--- config.mk ---
export PLATFORM = sky130hd
export DESIGN_NAME = uart_tx_arbiter
export DESIGN_NICKNAME = d
export VERILOG_FILES = /design/src/rtl/uart_tx_arbiter.sv
export SDC_FILE = /design/constraint.sdc
export NUM_CORES = 1
export LEC_CHECK = 0
export ABC_AREA = 1
export CAP_MARGIN = 20
export CORE_MARGIN = 2
export CORE_UTILIZATION = 50
export CTS_BUF_LIST = sky130_fd_sc_hd__clkbuf_8
export CTS_CLUSTER_SIZE = 10
export DETAILED_ROUTE_END_ITERATION = 6
export HOLD_SLACK_MARGIN = 0.1
export PLACE_DENSITY_LB_ADDON = 0.2
export RECOVER_POWER = 50
export REMOVE_ABC_BUFFERS = 1
export SLEW_MARGIN = 20
export SYNTH_ARGS = -nofsm -noshare
export SYNTH_HDL_FRONTEND = slang
export SYNTH_SLANG_ARGS = --single-unit
--- constraint.sdc ---
create_clock -name Clk -period 3 [get_ports Clk]
set_input_delay 0.6 -clock Clk [delete_from_list [all_inputs] [get_ports Clk]]
set_output_delay 0.6 -clock Clk [all_outputs]
set_load 0.01 [all_outputs]
--- src/rtl/uart_tx_arbiter.sv ---
// Two-port round-robin arbiter feeding a single UART transmitter.
// Captures a byte plus its parity settings, holds it in LOAD until Tx_busy answers or the timer expires.
module uart_tx_arbiter #(
   parameter int P_Data_Width = 8,
   parameter int TIMEOUT      = 16
) (
   input  logic                    Clk,
   input  logic                    Reset,
   input  logic [P_Data_Width-1:0] Req0_Data,
   input  logic                    Req0_Valid,
   output logic                    Req0_Ready,
   input  logic [P_Data_Width-1:0] Req1_Data,
   input  logic                    Req1_Valid,
   output logic                    Req1_Ready,
   input  logic                    Cfg0_Parity_EN,
   input  logic                    Cfg0_Parity_TYP,
   input  logic                    Cfg1_Parity_EN,
   input  logic                    Cfg1_Parity_TYP,
   input  logic                    Tx_busy,
   output logic [P_Data_Width-1:0] Tx_P_Data,
   output logic                    Tx_D_Valid,
   output logic                    Tx_Parity_EN,
   output logic                    Tx_Parity_TYP,
   output logic [1:0]              Grant,
   output logic                    Timeout_Err
);

   // state     | meaning
   // IDLE      | no frame owned; arbitrate and capture on any valid request
   // LOAD      | byte offered to transmitter, timer running until Tx_busy
   // WAIT_DONE | transmitter busy with the frame; wait for Tx_busy to fall
   typedef enum logic [1:0] {IDLE, LOAD, WAIT_DONE} state_t;

   localparam logic [7:0] CNT_INIT = 8'(TIMEOUT - 1);

   state_t                  state_q, state_d;
   logic [1:0]              grant_q, grant_d;
   logic [P_Data_Width-1:0] data_q, data_d;
   logic                    par_en_q, par_en_d;
   logic                    par_typ_q, par_typ_d;
   logic                    tx_valid_q, tx_valid_d;
   logic                    rdy0_q, rdy0_d;
   logic                    rdy1_q, rdy1_d;
   logic                    tmo_err_q, tmo_err_d;
   logic                    last_q, last_d;
   logic [7:0]              cnt_q, cnt_d;
   logic                    win1;

   // last_q = 1 means port 1 was served last, so port 0 takes the next tie
   assign win1 = Req1_Valid & (~Req0_Valid | ~last_q);

   always_comb begin
      state_d    = state_q;
      grant_d    = grant_q;
      data_d     = data_q;
      par_en_d   = par_en_q;
      par_typ_d  = par_typ_q;
      tx_valid_d = tx_valid_q;
      rdy0_d     = 1'b0;
      rdy1_d     = 1'b0;
      tmo_err_d  = 1'b0;
      last_d     = last_q;
      cnt_d      = cnt_q;
      case (state_q)
         IDLE: begin
            if (Req0_Valid | Req1_Valid) begin
               state_d    = LOAD;
               grant_d    = win1 ? 2'b10 : 2'b01;
               data_d     = win1 ? Req1_Data : Req0_Data;
               par_en_d   = win1 ? Cfg1_Parity_EN : Cfg0_Parity_EN;
               par_typ_d  = win1 ? Cfg1_Parity_TYP : Cfg0_Parity_TYP;
               tx_valid_d = 1'b1;
               rdy0_d     = ~win1;
               rdy1_d     = win1;
               last_d     = win1;
               cnt_d      = CNT_INIT;
            end
         end
         LOAD: begin
            if (Tx_busy) begin
               state_d    = WAIT_DONE;
               tx_valid_d = 1'b0;
            end else if (cnt_q == 8'd0) begin
               state_d    = IDLE;
               tx_valid_d = 1'b0;
               grant_d    = 2'b00;
               tmo_err_d  = 1'b1;
            end else begin
               cnt_d = cnt_q - 8'd1;
            end
         end
         WAIT_DONE: begin
            if (!Tx_busy) begin
               state_d = IDLE;
               grant_d = 2'b00;
            end
         end
         default: begin
            state_d    = IDLE;
            grant_d    = 2'b00;
            tx_valid_d = 1'b0;
         end
      endcase
   end

   always_ff @(posedge Clk) begin
      if (Reset) begin
         state_q    <= IDLE;
         grant_q    <= 2'b00;
         data_q     <= '0;
         par_en_q   <= 1'b0;
         par_typ_q  <= 1'b0;
         tx_valid_q <= 1'b0;
         rdy0_q     <= 1'b0;
         rdy1_q     <= 1'b0;
         tmo_err_q  <= 1'b0;
         last_q     <= 1'b1;
         cnt_q      <= 8'd0;
      end else begin
         state_q    <= state_d;
         grant_q    <= grant_d;
         data_q     <= data_d;
         par_en_q   <= par_en_d;
         par_typ_q  <= par_typ_d;
         tx_valid_q <= tx_valid_d;
         rdy0_q     <= rdy0_d;
         rdy1_q     <= rdy1_d;
         tmo_err_q  <= tmo_err_d;
         last_q     <= last_d;
         cnt_q      <= cnt_d;
      end
   end

   assign Req0_Ready    = rdy0_q;
   assign Req1_Ready    = rdy1_q;
   assign Tx_P_Data     = data_q;
   assign Tx_D_Valid    = tx_valid_q;
   assign Tx_Parity_EN  = par_en_q;
   assign Tx_Parity_TYP = par_typ_q;
   assign Grant         = grant_q;
   assign Timeout_Err   = tmo_err_q;

endmodule

==> flow_metrics.py, run 1 <==
metrics = {
    "clock_network": {
        "cts_buffer_depth": 2,
        "clock_latency_ns": 0.26,
        "clkTransAtPathRegs_ns": 0.09,
        "hold_buffers": 0,
        "ctsResizeCount": 0,
        "root_buffer": "clkbuf_8",
        "cts_setup_buffers": 0,
        "h-tree-depth": 1,
        "cts_made_buffers": 3,
        "cts_tree": "built",
        "clock_sinks": 27,
    },
    "worst_setup_path": {
        "r2r_setup_slack_ns": 1.20,
        "slowest_delay_ns": 0.55,
        "path_class": "in2reg",
        "crit_family": "simple AND/OR/NAND/NOR gates",
        "crit_path_max_fanout": 8,
        "reg2reg_to": "cnt_q[7]",
        "required_ns": 3.13,
        "cpMostUsedCell": "nor2_1",
        "crit_arrival_ns": 2.14,
        "crit_chain": "dlygate4sd3_1, nor2_1, nor3_1, nor2_1, nor2_1, nor2_1, nor2_1",
        "end_kind": "flip-flop",
        "slowest_stage": "dlygate4sd3_1",
        "worst-r2r-cell-count": 9,
        "path_buf_inv": 1,
        "worst_setup_path_start_kind": "input pin",
        "r2r_start": "cnt_q[0]",
    },
    "yosys": {
        "synth-simple-area-share_pct": 38.2,
        "ys_ff_latch": 27,
        "ys_types": 20,
        "synth-xor-area-share_pct": 0.704,
        "synth_top_family_by_area": "simple AND/OR/NAND/NOR gates",
        "synth_adder_area_share_pct": 2.01,
        "synth_mux_area_share_pct": 0,
        "ys_warn_count": 0,
        "synth_compound_area_share_pct": 7.44,
        "syn-cell-area_um2": 1240,
        "synth_cells": 184,
        "syn_area_per_cell_um2": 6.77,
        "synth-seq-area-share_pct": 43.4,
    },
    "floorplanning": {
        "die_x_um": 53.9,
        "ios": 41,
        "start_util_pct": 51.7,
        "rows": 18,
        "design.die.area_um2": 2910,
        "coreArea_um2": 2410,
        "die_h_um": 53.9,
    },
    "final_layout": {
        "layout_commonest_cell": "nand2_1",
        "diodes": 0,
        "fillers": 184,
        "layout.nets": 252,
        "drive_gt1_share_pct": 4.91,
        "final_cell_mix": "nand2_1 (63), clkdlybuf4s50_1 (29), dfxtp_1 (27)",
        "final_util_pct": 70.4,
        "area_growth_syn_to_layout_pct": 36.3,
    },
    "drt": {
        "drtPass1Iterations": 4,
        "wl_mm": 2.90,
        "vias": 1282,
        "ant_nets": 0,
        "remaining_drc_errors": 0,
        "avgViaCountPerCell": 5.05,
        "drt_iter0_markers": 43,
        "wire_per_inst_um": 11.4,
    },
    "sta": {
        "timing.final.ws_setup_ns": 0.995,
        "skew_ns": 0.00626,
        "hold_viol": 0,
        "timing.fmax_ghz": 0.499,
        "timing.slew.headroom_pct": 65.3,
        "final-max-slew-violation-count": 0,
        "worstMarginPinSlew_ns": 0.518,
        "rsz0062_at_grt": "no",
        "min_period_over_period_pct": 66.8,
        "min_period_ns": 2.01,
        "fin_tns_setup_ns": 0,
        "finalSetupViolations": 0,
    },
    "placed_design": {
        "pre_cts_slack_ns": 0.882,
        "gp_congestion": 0.783,
        "hpwl_mm": 2.25,
        "io_buffers": 40,
    },
    "hold_path": {
        "hp-start": "Grant[1]",
        "hold_path.class": "reg2reg",
        "hold_end": "Grant[1]",
        "hold_depth": 2,
    },
    "global_routing": {
        "grt_pass1_vias": 1172,
        "grt_usage_pct": 22.8,
        "grt_max_degree": 15,
        "grt_first_pass_wirelength_mm": 4.86,
        "antenna_found_initial": 0,
        "overflow": 0,
    },
    "run_status": {
        "status": "finished, final reports clean",
    },
    "power": {
        "p_per_area_nw_per_um2": 506,
        "vdd_drop_max_uv": 362,
        "power.leakage_nw": 0.770,
    },
    "flow_run": {
        "drv_cap": 0,
    },
}
-- stage by stage --
step | instance area (µm²) | instances | hold WS (ns) | power, mW
floorplan | 1220 | 180 | 0.429 | 0.566
global placement | 1660 | 250 | 0.452 | 0.669
detailed placement | 1660 | 250 | 0.458 | 0.677
CTS | 1700 | 254 | 0.478 | 0.873
global route | 1700 | 254 | 0.504 | 0.919
finish | 1700 | 254 | 0.470 | 0.859
-- per-layer routing --
metal | vias to the layer above | wire length [µm] | GRT usage (%)
li1 | 663 | - | -
met1 | 559 | 1250 | 26.8
met2 | 58 | 1400 | 40.9
met3 | 2 | 219 | 5.28
met4 | 0 | 19 | 6.41
met5 | - | 0 | 0
-- where the power goes --
group	internal [mW]	switching [mW]
Sequential	0.396	0.0257
Clock	0.0914	0.102
Combinational	0.110	0.134
Total	0.597	0.262
-- Yosys cell counts, drive strengths merged --
master	instances	area share [%]
nor2	23	8.3
o21ai	5	2.0
o21bai	1	0.60
clkbuf	1	0.30
a21oi	12	4.8
ha	2	2.0
nand3	19	7.6
dfxtp	27	43
nand4	2	1.0
buf	3	1.6
nor3	2	1.2
nand2	65	20
inv	21	6.3
xor2	1	0.70
-- cells by family (layout without fill, tap and decap cells) --
family | after synthesis | in the layout
simple gates | 111 | 111
xor+xnor | 1 | 1
fa+ha+maj | 2 | 2
buf+inv | 25 | 65
compound gates | 18 | 18
flops | 27 | 27
-- cell type report --
cell class                      count  area, µm²  share of cell area (%)
Clock buffer                        3       41.3                    2.43
Clock inverter                      1       3.75                   0.221
Inverter                           21       78.8                    4.65
Multi-Input combinational cell    132        594                    35.0
Sequential cell                    27        541                    31.9
Tap cell                           30       37.5                    2.21
Timing Repair Buffer               40        400                    23.6
-- worst min-delay path: stages (launching register included) --
cell and delay, ns:
dfxtp_1 0.32, nand2_1 0.06, a21oi_1 0.05
-- sequential cells by signal, indices dropped and copies added, names as in the netlist --
register       cells
Tx_Parity_TYP      1
Req1_Ready         1
Req0_Ready         1
last_q             1
Tx_Parity_EN       1
Tx_P_Data          8
state_q            2
Timeout_Err        1
Grant              2
cnt_q              8
Tx_D_Valid         1
-- how the worst max path moves through the flow --
stage | start | endpoint | slack (ns) | cells after the start
floorplan | Req0_Valid | Tx_P_Data[0] | 1.58 | 8
global placement | Req0_Valid | Tx_P_Data[1] | 0.92 | 9
detailed placement | Req0_Valid | Tx_P_Data[1] | 0.88 | 9
CTS | Req0_Valid | Tx_P_Data[1] | 1.16 | 9
global route | Req0_Valid | Tx_P_Data[1] | 0.86 | 9
finish | Req0_Valid | cnt_q[7] | 0.99 | 7
Note: power is estimated with default switching activity, not from simulation.
==> run 2: changes to the inputs <==
--- a/config.mk
+++ b/config.mk
@@ -8,7 +8,7 @@
 export ABC_AREA = 1
 export CAP_MARGIN = 20
 export CORE_MARGIN = 2
-export CORE_UTILIZATION = 50
+export CORE_UTILIZATION = 47
 export CTS_BUF_LIST = sky130_fd_sc_hd__clkbuf_8
 export CTS_CLUSTER_SIZE = 10
 export DETAILED_ROUTE_END_ITERATION = 6
==> constraint.sdc (replaced) <==
create_clock -name Clk -period 1.9 [get_ports Clk]
set_input_delay 0.38 -clock Clk [delete_from_list [all_inputs] [get_ports Clk]]
set_output_delay 0.38 -clock Clk [all_outputs]
set_load 0.01 [all_outputs]
==> run 2 against run 1 <==
Net effect: hold slack better by 0.013 ns; cell count is 0.39% higher; critical path depth is 2 higher; sequential share of layout area is 0.16 points lower; clock skew is 0.0037 ns higher; via count is 0.78% higher; largest cell class unchanged; total power is 60% higher; largest power group unchanged; flip-flop and latch count stayed put; die area is 5.9% higher.
==> flow_metrics.py, run 2 (same netlist as run 1, synthesis figures left out) <==
metrics = {
    "run_status": {
        "status": "finished, final reports clean",
    },
    "power": {
        "p_per_area_nw_per_um2": 805,
        "power.leakage_nw": 0.780,
        "vdd_drop_max_uv": 772,
        "power_mw": 1.37,
    },
    "sta": {
        "hold_viol": 0,
        "timing.slew.headroom_pct": 75.7,
        "timing.fmax_ghz": 0.600,
        "min_period_ns": 1.67,
        "final-max-slew-violation-count": 0,
        "fin_tns_setup_ns": 0,
        "worstMarginPinSlew_ns": 0.365,
        "finalSetupViolations": 0,
        "min_period_over_period_pct": 87.7,
        "timing.final.ws_setup_ns": 0.233,
        "skew_ns": 0.00998,
        "rsz0062_at_grt": "no",
    },
    "clock_network": {
        "cts_buffer_depth": 2,
        "clock_sinks": 27,
        "cts_tree": "built",
        "h-tree-depth": 1,
        "clkTransAtPathRegs_ns": 0.08,
        "ctsResizeCount": 0,
        "cts_setup_buffers": 0,
        "clock_latency_ns": 0.27,
        "hold_buffers": 0,
        "cts_made_buffers": 3,
        "root_buffer": "clkbuf_8",
    },
    "floorplanning": {
        "die_h_um": 55.5,
        "ios": 41,
        "die_x_um": 55.5,
        "start_util_pct": 49.8,
        "coreArea_um2": 2500,
        "rows": 18,
        "design.die.area_um2": 3080,
    },
    "placed_design": {
        "pre_cts_slack_ns": 0.00643,
        "hpwl_mm": 2.41,
        "gp_congestion": 0.870,
        "io_buffers": 40,
        "placed_area_um2": 1670,
    },
    "final_layout": {
        "drive_gt1_share_pct": 4.89,
        "final_cell_mix": "nand2_1 (63), clkdlybuf4s50_1 (29), dfxtp_1 (27)",
        "area_growth_syn_to_layout_pct": 37.0,
        "fillers": 224,
        "layout.nets": 253,
        "fin_area_um2": 1710,
        "layout_commonest_cell": "nand2_1",
        "diodes": 0,
    },
    "worst_setup_path": {
        "crit_arrival_ns": 1.88,
        "cp-endpoint": "Tx_P_Data[6]",
        "required_ns": 2.11,
        "r2r_setup_slack_ns": 0.36,
        "startpoint": "Req0_Valid",
        "end_kind": "flip-flop",
        "crit_path_max_fanout": 11,
        "r2r_start": "cnt_q[0]",
        "worst-r2r-cell-count": 9,
        "reg2reg_to": "cnt_q[7]",
        "path_class": "in2reg",
        "worst_setup_path_start_kind": "input pin",
    },
    "drt": {
        "drtPass1Iterations": 4,
        "vias": 1292,
        "wl_mm": 3.07,
        "remaining_drc_errors": 0,
        "avgViaCountPerCell": 5.07,
        "ant_nets": 0,
        "wire_per_inst_um": 12.0,
        "drt_iter0_markers": 41,
    },
    "hold_path": {
        "hold_path.class": "reg2reg",
    },
    "global_routing": {
        "grt_pass1_vias": 1144,
        "antenna_found_initial": 0,
        "grt_max_degree": 16,
        "grt_first_pass_wirelength_mm": 5.09,
        "overflow": 0,
        "grt_usage_pct": 20.3,
    },
    "flow_run": {
        "drv_cap": 0,
    },
}
==> run 2: how the worst min path moves through the flow <==
| stage | slack [ns] | end | cells after the start | startpoint |
|---|---|---|---|---|
| global route | 0.50 | Grant[0] | 2 | Grant[0] |
| detailed placement | 0.47 | Tx_P_Data[3] | 2 | Tx_P_Data[3] |
| CTS | 0.49 | Tx_P_Data[3] | 2 | Tx_P_Data[3] |
| floorplan | 0.43 | last_q | 2 | last_q |
| finish | 0.48 | Tx_P_Data[1] | 2 | Tx_P_Data[1] |
| global placement | 0.45 | Tx_P_Data[3] | 2 | Tx_P_Data[3] |
==> run 2: worst max-delay path: stages <==
cell and delay [ns]:
clkdlybuf4s50_1 0.48, nor2_1 0.07, nor3_2 0.15, inv_1 0.13
nor2_1 0.14, nand2_1 0.07, inv_1 0.27, nand2_1 0.10
nand3_1 0.08
==> run 2: layout make-up <==
| type | count | area, µm² | share of cell area (%) |
|---|---|---|---|
| sequential | 27 | 541 | 31.7 |
| inverter | 21 | 78.8 | 4.62 |
| multi-input combinational | 132 | 594 | 34.8 |
| clock inverter | 1 | 5.00 | 0.293 |
| tap | 30 | 37.5 | 2.20 |
| timing repair buffer | 41 | 408 | 23.9 |
| clock buffer | 3 | 41.3 | 2.42 |
==> run 2: power by group <==
part / internal [mW] / switching, mW
Combinational: 0.175 / 0.210
Sequential: 0.625 / 0.0407
Clock: 0.147 / 0.176
==> run 2: stage by stage <==
step	util, %	instances	hold slack [ns]
floorplan	-	180	0.429
global placement	66.7	251	0.454
detailed placement	66.7	251	0.466
CTS	68.5	255	0.489
global route	68.2	255	0.504
finish	68.2	255	0.483
==> run 2: layer usage <==
metal  wire, µm  vias up  global-route usage (%)
met1       1290      583                    25.8
met3        158        6                    4.22
met5          0        -                       0
met2       1580       43                    34.4
met4         50        0                    5.92
li1           -      660                       -
==> run 3: changes to the inputs <==
--- a/config.mk
+++ b/config.mk
@@ -6,7 +6,7 @@
 export NUM_CORES = 1
 export LEC_CHECK = 0
 export ABC_AREA = 1
-export CAP_MARGIN = 20
+export CAP_MARGIN = 0
 export CORE_MARGIN = 2
 export CORE_UTILIZATION = 47
 export CTS_BUF_LIST = sky130_fd_sc_hd__clkbuf_8
@@ -16,6 +16,7 @@
 export PLACE_DENSITY_LB_ADDON = 0.2
 export RECOVER_POWER = 50
 export REMOVE_ABC_BUFFERS = 1
+export SETUP_SLACK_MARGIN = 0.3
 export SLEW_MARGIN = 20
 export SYNTH_ARGS = -nofsm -noshare
 export SYNTH_HDL_FRONTEND = slang
==> run 3 against run 2 <==
Net effect: first-iteration DRC count is 9.8% lower; worst setup slack gained 0.0026 ns; register-to-register slack got worse by 0.02 ns; non-clock buffer count unchanged; wire length fell by 0.39%; critical path depth did not move; largest cell class unchanged; final area down 0.29%; via count shrank 0.70%.
==> flow_metrics.py, run 3 (same netlist as run 1, synthesis figures left out) <==
metrics = {
    "placed_design": {
        "gp_congestion": 0.870,
        "pre_cts_slack_ns": 0.00643,
        "io_buffers": 40,
        "hpwl_mm": 2.41,
        "place_inst": 251,
        "placed_area_um2": 1670,
    },
    "floorplanning": {
        "die_x_um": 55.5,
        "rows": 18,
        "die_h_um": 55.5,
        "ios": 41,
        "start_util_pct": 49.8,
        "coreArea_um2": 2500,
        "design.die.area_um2": 3080,
    },
    "final_layout": {
        "area_growth_syn_to_layout_pct": 36.6,
        "diodes": 0,
        "layout.nets": 253,
        "layout_commonest_cell": "nand2_1",
        "final_cells": 255,
        "drive_gt1_share_pct": 5.78,
        "final_cell_mix": "nand2_1 (63), clkdlybuf4s50_1 (33), dfxtp_1 (27)",
        "fin_area_um2": 1700,
        "fillers": 225,
    },
    "clock_network": {
        "cts_buffer_depth": 2,
        "clkTransAtPathRegs_ns": 0.08,
        "hold_buffers": 0,
        "clock_latency_ns": 0.27,
        "h-tree-depth": 1,
        "clock_sinks": 27,
        "cts_made_buffers": 3,
        "cts_tree": "built",
        "root_buffer": "clkbuf_8",
        "cts_setup_buffers": 0,
    },
    "worst_setup_path": {
        "worst_setup_path_start_kind": "input pin",
        "r2r_start": "cnt_q[2]",
        "r2r_setup_slack_ns": 0.34,
        "crit_family": "buffers and inverters",
        "worst-r2r-cell-count": 8,
        "crit_arrival_ns": 1.87,
        "end_kind": "flip-flop",
        "crit_path_max_fanout": 11,
        "crit_chain": "clkdlybuf4s50_1, nor2_1, nor3_1, inv_2, nor2_1, nand2_1, inv_2, nand2_1, nand3_1",
        "required_ns": 2.11,
        "slowest_stage": "clkdlybuf4s50_1",
        "reg2reg_to": "cnt_q[7]",
        "path_class": "in2reg",
        "path_buf_inv": 3,
        "slowest_delay_ns": 0.48,
    },
    "drt": {
        "wire_per_inst_um": 12.0,
        "drtPass1Iterations": 5,
        "ant_nets": 0,
        "drt_iter0_markers": 37,
        "remaining_drc_errors": 0,
        "wl_mm": 3.06,
        "avgViaCountPerCell": 5.03,
        "vias": 1283,
    },
    "hold_path": {
        "hp-start": "Tx_P_Data[1]",
        "hold_end": "Tx_P_Data[1]",
        "hold_depth": 2,
        "hold_path.class": "reg2reg",
    },
    "sta": {
        "timing.final.ws_setup_ns": 0.236,
        "timing.fmax_ghz": 0.601,
        "timing.slew.headroom_pct": 75.7,
        "final-max-slew-violation-count": 0,
        "min_period_ns": 1.66,
        "skew_ns": 0.00907,
        "worstMarginPinSlew_ns": 0.362,
        "finalSetupViolations": 0,
        "rsz0062_at_grt": "yes",
        "hold_viol": 0,
        "min_period_over_period_pct": 87.6,
        "fin_tns_setup_ns": 0,
    },
    "global_routing": {
        "antenna_found_initial": 0,
        "grt_pass1_vias": 1144,
        "grt_usage_pct": 20.3,
        "grt_first_pass_wirelength_mm": 5.09,
        "overflow": 0,
        "grt_max_degree": 16,
    },
    "flow_run": {
        "drv_cap": 0,
    },
    "run_status": {
        "status": "finished, final reports clean",
    },
    "power": {
        "p_per_area_nw_per_um2": 810,
        "vdd_drop_max_uv": 776,
        "power.leakage_nw": 0.763,
    },
}
## run 3: final cells by class
cell class / count / area, µm² / share of cell area [%]
clock buffer: 3 / 41.3 / 2.43
clock inverter: 1 / 5.00 / 0.294
inverter: 21 / 78.8 / 4.64
multi-input combinational: 132 / 589 / 34.7
sequential: 27 / 541 / 31.8
tap: 30 / 37.5 / 2.21
timing repair buffer: 41 / 408 / 24.0
## run 3: stage by stage
stage          power (mW)  hold WS [ns]  utilization (%)
6_report             1.38         0.483             68.0
5_1_grt              1.46         0.504             68.0
4_1_cts              1.40         0.489             68.5
3_5_place_dp         1.07         0.466             66.7
3_3_place_gp         1.06         0.454             66.7
2_1_floorplan       0.894         0.429                -
## run 3: metal layers
metal | track usage (%) | vias to the layer above | wire length (µm)
li1 | - | 658 | -
met1 | 25.8 | 586 | 1320
met2 | 34.4 | 30 | 1570
met3 | 4.22 | 9 | 103
met4 | 5.92 | 0 | 63
met5 | 0 | - | 0
## run 3: worst max path at each step
| stage | from | endpoint | slack [ns] | cells past startpoint |
|---|---|---|---|---|
| 6_report | Req0_Valid | Tx_P_Data[6] | 0.24 | 9 |
| 5_1_grt | Req1_Valid | Tx_P_Data[6] | 0.14 | 9 |
| 4_1_cts | Req0_Valid | Tx_P_Data[6] | 0.31 | 9 |
| 3_5_place_dp | Req0_Valid | Tx_P_Data[6] | 0.006 | 9 |
| 3_3_place_gp | Req0_Valid | Tx_P_Data[1] | 0.05 | 9 |
| 2_1_floorplan | cnt_q[0] | cnt_q[7] | 0.58 | 9 |
## run 3: power by group
group          total, mW  internal [mW]  leakage (nW)  switching [mW]
logic              0.390          0.178         0.515           0.212
clock network      0.322          0.147        0.0255           0.176
registers          0.665          0.625         0.223          0.0403
## run 3: what timing repair did
action,in CTS,in global routing
gates resized for setup,1,1
hold endpoints to repair,0,0
endpoints found under the setup margin,4,16
pin swaps,0,0
## run 3: tightest hold or removal path, stage by stage, from the launching register on
cell and delay [ns]:
dfxtp_1 0.33, nand2_1 0.05, nand3_1 0.07
